[src/rtl/sd_cmd_pkg.sv]
// Shared types and constants for the SPI-mode SD command sequencer.
package sd_cmd_pkg;

  typedef enum logic [2:0] {
    StIdle,
    StSendLd,
    StSendWt,
    StPollLd,
    StPollWt,
    StTrailLd,
    StTrailWt,
    StFinish
  } sd_cmd_state_e;

  // Command indices issued by the SD mode controller
  localparam logic [5:0] CMD0   = 6'd0;
  localparam logic [5:0] CMD8   = 6'd8;
  localparam logic [5:0] CMD17  = 6'd17;
  localparam logic [5:0] CMD24  = 6'd24;
  localparam logic [5:0] CMD55  = 6'd55;
  localparam logic [5:0] ACMD41 = 6'd41;

  localparam int unsigned FRAME_BYTES = 6;
  localparam int unsigned FRAME_BITS  = FRAME_BYTES * 8;
  localparam logic [1:0]  START_BITS  = 2'b01;

  // Precomputed {crc7, stop} bytes; the only commands that need a valid CRC in SPI mode
  localparam logic [7:0] CRC_CMD0 = 8'h95;
  localparam logic [7:0] CRC_CMD8 = 8'h87;

endpackage

[src/rtl/sd_crc7.sv]
// Combinational CRC7 (x^7 + x^3 + 1, init 0) over the 40 leading bits of an SD command frame.
// Only built when SD_CMD_CRC7_EN is defined.
`ifdef SD_CMD_CRC7_EN
module sd_crc7 (
  input  logic [39:0] data_i,
  output logic [6:0]  crc_o
);

  logic [6:0] crc;
  logic       fb;

  // Bit-serial LFSR unrolled over the frame head, MSB first
  always_comb begin
    crc = '0;
    fb  = 1'b0;
    for (int i = 39; i >= 0; i--) begin
      fb  = data_i[i] ^ crc[6];
      crc = {crc[5:0], 1'b0} ^ (fb ? 7'h09 : 7'h00);
    end
  end

  assign crc_o = crc;

endmodule
`endif

[src/rtl/sd_cmd_sequencer.sv]
// SPI-mode SD command sequencer: frames a 6-byte command, polls for R1 within an NCR window,
// clocks one trailer byte, then releases chip select. Optional CRC7 generator: SD_CMD_CRC7_EN.
module sd_cmd_sequencer
  import sd_cmd_pkg::*;
#(
  parameter int unsigned NCR_MAX   = 8,
  parameter logic [7:0]  FILL_BYTE = 8'hFF
) (
  input  logic        clk,
  input  logic        rst,
  input  logic        cmd_start,
  input  logic [5:0]  cmd_index,
  input  logic [31:0] cmd_arg,
  output logic        cmd_busy,
  output logic        cmd_done,
  output logic        cmd_timeout,
  output logic [7:0]  resp_r1,
  output logic [7:0]  spi_tx_byte,
  output logic        spi_tx_load,
  input  logic        spi_byte_done,
  input  logic [7:0]  spi_rx_byte,
  output logic        sd_cs_n
);

  localparam int unsigned PollW = $clog2(NCR_MAX) + 1;

  sd_cmd_state_e         state_q, state_d;
  logic [FRAME_BITS-1:0] frame_q, frame_d;
  logic [2:0]            byte_cnt_q, byte_cnt_d;
  logic [PollW-1:0]      poll_cnt_q, poll_cnt_d;
  logic                  flag_q, flag_d;
  logic [7:0]            resp_q, resp_d;
  logic [7:0]            tx_byte_q, tx_byte_d;
  logic                  tx_load_q, tx_load_d;
  logic                  cs_n_q, cs_n_d;
  logic                  busy_q, busy_d;
  logic                  done_q, done_d;
  logic                  timeout_q, timeout_d;
  logic [7:0]            crc_byte;

`ifdef SD_CMD_CRC7_EN
  logic [6:0] crc7;

  sd_crc7 u_crc7 (
    .data_i ({START_BITS, cmd_index, cmd_arg}),
    .crc_o  (crc7)
  );

  assign crc_byte = {crc7, 1'b1};
`else
  // Fixed CRC bytes for the commands that are CRC-checked in SPI mode; others send all ones
  always_comb begin
    crc_byte = 8'hFF;
    case (cmd_index)
      CMD0:    crc_byte = CRC_CMD0;
      CMD8:    crc_byte = CRC_CMD8;
      default: crc_byte = 8'hFF;
    endcase
  end
`endif

  // Next-state and registered-output logic
  always_comb begin
    state_d    = state_q;
    frame_d    = frame_q;
    byte_cnt_d = byte_cnt_q;
    poll_cnt_d = poll_cnt_q;
    flag_d     = flag_q;
    resp_d     = resp_q;
    tx_byte_d  = tx_byte_q;
    tx_load_d  = 1'b0;
    cs_n_d     = cs_n_q;
    busy_d     = busy_q;
    done_d     = 1'b0;
    timeout_d  = 1'b0;

    unique case (state_q)
      StIdle: begin
        if (cmd_start) begin
          frame_d    = {START_BITS, cmd_index, cmd_arg, crc_byte};
          byte_cnt_d = '0;
          cs_n_d     = 1'b0;
          busy_d     = 1'b1;
          state_d    = StSendLd;
        end
      end
      StSendLd: begin
        tx_byte_d = frame_q[FRAME_BITS-1 -: 8];
        tx_load_d = 1'b1;
        state_d   = StSendWt;
      end
      StSendWt: begin
        if (spi_byte_done) begin
          frame_d    = {frame_q[FRAME_BITS-9:0], 8'h00};
          byte_cnt_d = byte_cnt_q + 3'd1;
          if (byte_cnt_d == 3'(FRAME_BYTES)) begin
            poll_cnt_d = '0;
            state_d    = StPollLd;
          end else begin
            state_d = StSendLd;
          end
        end
      end
      StPollLd: begin
        tx_byte_d = FILL_BYTE;
        tx_load_d = 1'b1;
        state_d   = StPollWt;
      end
      StPollWt: begin
        if (spi_byte_done) begin
          if (!spi_rx_byte[7]) begin
            resp_d  = spi_rx_byte;
            flag_d  = 1'b0;
            state_d = StTrailLd;
          end else if (poll_cnt_q == PollW'(NCR_MAX - 1)) begin
            resp_d  = 8'hFF;
            flag_d  = 1'b1;
            state_d = StTrailLd;
          end else begin
            poll_cnt_d = poll_cnt_q + PollW'(1);
            state_d    = StPollLd;
          end
        end
      end
      StTrailLd: begin
        tx_byte_d = FILL_BYTE;
        tx_load_d = 1'b1;
        state_d   = StTrailWt;
      end
      StTrailWt: begin
        // Completion flags are set here so they are visible during the FINISH cycle
        if (spi_byte_done) begin
          done_d    = 1'b1;
          timeout_d = flag_q;
          cs_n_d    = 1'b1;
          busy_d    = 1'b0;
          state_d   = StFinish;
        end
      end
      StFinish: begin
        state_d = StIdle;
      end
      default: begin
        state_d = StIdle;
      end
    endcase
  end

  // State and output registers
  always_ff @(posedge clk or posedge rst) begin
    if (rst) begin
      state_q    <= StIdle;
      frame_q    <= '0;
      byte_cnt_q <= '0;
      poll_cnt_q <= '0;
      flag_q     <= 1'b0;
      resp_q     <= 8'hFF;
      tx_byte_q  <= 8'hFF;
      tx_load_q  <= 1'b0;
      cs_n_q     <= 1'b1;
      busy_q     <= 1'b0;
      done_q     <= 1'b0;
      timeout_q  <= 1'b0;
    end else begin
      state_q    <= state_d;
      frame_q    <= frame_d;
      byte_cnt_q <= byte_cnt_d;
      poll_cnt_q <= poll_cnt_d;
      flag_q     <= flag_d;
      resp_q     <= resp_d;
      tx_byte_q  <= tx_byte_d;
      tx_load_q  <= tx_load_d;
      cs_n_q     <= cs_n_d;
      busy_q     <= busy_d;
      done_q     <= done_d;
      timeout_q  <= timeout_d;
    end
  end

  assign cmd_busy    = busy_q;
  assign cmd_done    = done_q;
  assign cmd_timeout = timeout_q;
  assign resp_r1     = resp_q;
  assign spi_tx_byte = tx_byte_q;
  assign spi_tx_load = tx_load_q;
  assign sd_cs_n     = cs_n_q;

endmodule

[config.mk]
export PLATFORM = sky130hd
export DESIGN_NAME = sd_cmd_sequencer
export DESIGN_NICKNAME = d
export VERILOG_FILES = /design/src/rtl/sd_cmd_pkg.sv /design/src/rtl/sd_crc7.sv /design/src/rtl/sd_cmd_sequencer.sv
export SDC_FILE = /design/constraint.sdc
export NUM_CORES = 1
export LEC_CHECK = 0
export CAP_MARGIN = 20
export CORE_MARGIN = 4
export CORE_UTILIZATION = 46
export DETAILED_ROUTE_END_ITERATION = 16
export GPL_ROUTABILITY_DRIVEN = 0
export PLACE_DENSITY = 0.76
export SLEW_MARGIN = 20
export SYNTH_ARGS = -nofsm -noshare
export SYNTH_HDL_FRONTEND = slang
export SYNTH_SLANG_ARGS = --single-unit
[constraint.sdc]
create_clock -name clk -period 2.1 [get_ports clk]
set_input_delay 0.315 -clock clk [delete_from_list [all_inputs] [get_ports clk]]
set_output_delay 0.315 -clock clk [all_outputs]
set_load 0.02 [all_outputs]
==> impl_metrics.ini <==
[drt]
viasPerCell = 5.09
drt_wl_total_mm = 7.31
vias = 2564
dr.pass1.iters = 4
route.detailed.wl_per_inst_um = 14.5
ant_nets = 0
dr.first_iter.drc_count = 142
drcViolationCount = 0

[synth]
synth_common_cells = dfrtp_1, nand2_1, o21ai_0
yosysWarnings = 0
synth.area.top_cells = dfrtp_1, dfstp_2, mux2i_1
syn_area_per_cell_um2 = 10.5
yosysSeqAreaShare = 0.553
ys_ff_latch = 76
synth_top_cell_area_share = 0.424
syn_area_um2 = 3480
yosys.area.top_type = dfrtp_1
synth_edf_count = 0
post-synth-top-count-cell = dfrtp_1
ys_dominant_reg_cell = dfrtp_1
async_reset_ff_frac = 1.00
syn_inst = 330
synth_cell_type_count = 48
synth_nets = 383

[clock_tree]
post_cts_buffers = 0
cts_resized = 0
ctsHtreeMaxLevel = 3
cts_buffers = 9
cts_tree = yes
cts-hold-fix-buffers = 0
clk_pin_slew_ns = 0.08
cts-root-buf = clkbuf_8
clockBufferDepth = 2
clk_latency_ns = 0.34
cts.sinks = 76

[floorplanning]
die_w_um = 95.0
start_util = 0.477
die_h_um = 95.0
rows = 31
core_um2 = 7290
ios = 71
die_area_um2 = 9020

[sta]
rsz0062_at_grt = false
final-setup-viol-count = 0
max_slew.worst_pin.slew_ns = 0.655
slew_violations = 0
slew_headroom = 0.562
period_minus_slack_ns = 1.80
period_share = 0.859
fmax_ghz = 0.554
finalHoldViolCount = 0
finClkSkew_ns = 0.0128
finalSetupTns_ns = 0

[power]
ir_drop_uv = 528
intPower_uw = 3930
p_comb_frac = 0.413
power_uw = 6220
p_switching_uw = 2290
p_seq_frac = 0.433
static-leakage-power_uw = 0.00190
power_switching_share = 0.369
power_density_nw_per_um2 = 1380
clkPwrFrac = 0.154

[setup_path]
end_kind = register
crit_buf_inv = 1
crit_path_start = state_q[0]
cp_cell_sequence = nand2b_4, a2111oi_4, buf_4, nor2_1, a21oi_1
worst-path-max-fanout = 16
cp.arrival_ns = 2.06
reg2reg_from = state_q[0]
path_delay_family = flip-flops
critPathKind = reg2reg
critPathSlowestCell = dfrtp_1
regToRegSetupSlack_ns = 0.30
required_ns = 2.36
reg2reg_to = resp_r1[6]
cp-start-kind = register
r2r_cells = 5
max_stage_delay_ns = 0.56

[finish]
diodes = 0
layout-drive-gt1-share = 0.128
num-nets-final = 453
area_growth_pct = 29.1

[job]
drv_cap = 0

[status]
status = complete, no violations

[grt]
grt_pass1_wl_mm = 12.1
overflow = 0
first_global_vias = 2557
grt_use_total = 0.172
grt_max_degree = 45
antenna_found_initial = 0

[place]
hpwl_mm = 5.38
portBuffers = 70

[worst_hold_path]
min_path_type = in2async
==> per-stage QoR <==
stage	util	std cells	worst slack [ns]	instance area, um2	hold WS [ns]
6_report	0.616	504	0.296	4490	0.338
4_1_cts	0.616	504	0.274	4490	0.334
5_1_grt	0.616	504	0.160	4490	0.357
3_5_place_dp	0.593	488	0.122	4330	0.462
2_1_floorplan	-	330	0.397	3480	0.435
3_3_place_gp	0.593	488	0.189	4330	0.458
==> cell usage in the layout (no fill, tap or decap), drive strengths merged, types with 4 or more instances in the layout <==
cell and n:
buf 9, nor2 22, o22a 8, inv 6, clkdlybuf4s50 70, dfstp 17, nand2 53, nand2b 4
a21oi 18, mux2i 33, clkbuf 14, dfrtp 59, o21ai 48
==> layout make-up <==
class | instances | area, um2
clock inverter | 2 | 12.5
clock buffer | 14 | 153
inverter | 7 | 30.0
timing repair buffer | 79 | 818
sequential | 76 | 1920
tap | 99 | 124
fill | 647 | 2800
multi-input combinational | 227 | 1430
==> per-layer routing <==
layer	wire length, um	track usage	vias up
met5	0	0	-
met4	65	0.0697	0
met3	246	0.0279	5
met2	3720	0.281	44
met1	3280	0.230	1225
li1	-	-	1290
==> state kept, by name, summed over array words and instances, names as in the netlist <==
register / count
frame_q: 44
resp_r1: 8
spi_tx_byte: 8
poll_cnt_q: 4
byte_cnt_q: 3
state_q: 3
cmd_busy: 1
cmd_done: 1
cmd_timeout: 1
flag_q: 1
sd_cs_n: 1
spi_tx_load: 1
==> how the worst max path moves through the flow <==
stage               cells past startpoint  slack, ns          end
floorplan                               4       0.40       flag_q
global placement                        6       0.19  frame_q[17]
detailed placement                      6       0.12   resp_r1[6]
CTS                                     1       0.27      sd_cs_n
global route                            5       0.16   resp_r1[6]
finish                                  5       0.30   resp_r1[6]
==> kinds of logic after synthesis <==
group | Yosys count | synth area share
AND/OR/NAND/NOR | 96 | 0.128
AO/OA/AOI/OAI | 91 | 0.164
flip-flops | 76 | 0.553
multiplexers | 35 | 0.101
buffers and inverters | 27 | 0.0374
adder cells (fa/ha/maj) | 3 | 0.0108
XOR/XNOR | 2 | 0.00504
==> power by group through the flow <==
stage | combinational [uW] | sequential [uW] | clock (uW)
2_1_floorplan | 1630 | 2770 | 0
3_3_place_gp | 2520 | 2690 | 0
3_5_place_dp | 2600 | 2720 | 0
4_1_cts | 2610 | 2700 | 991
5_1_grt | 2860 | 2790 | 1060
6_report | 2570 | 2690 | 959
No activity file was read; power rests on OpenSTA's default activity.
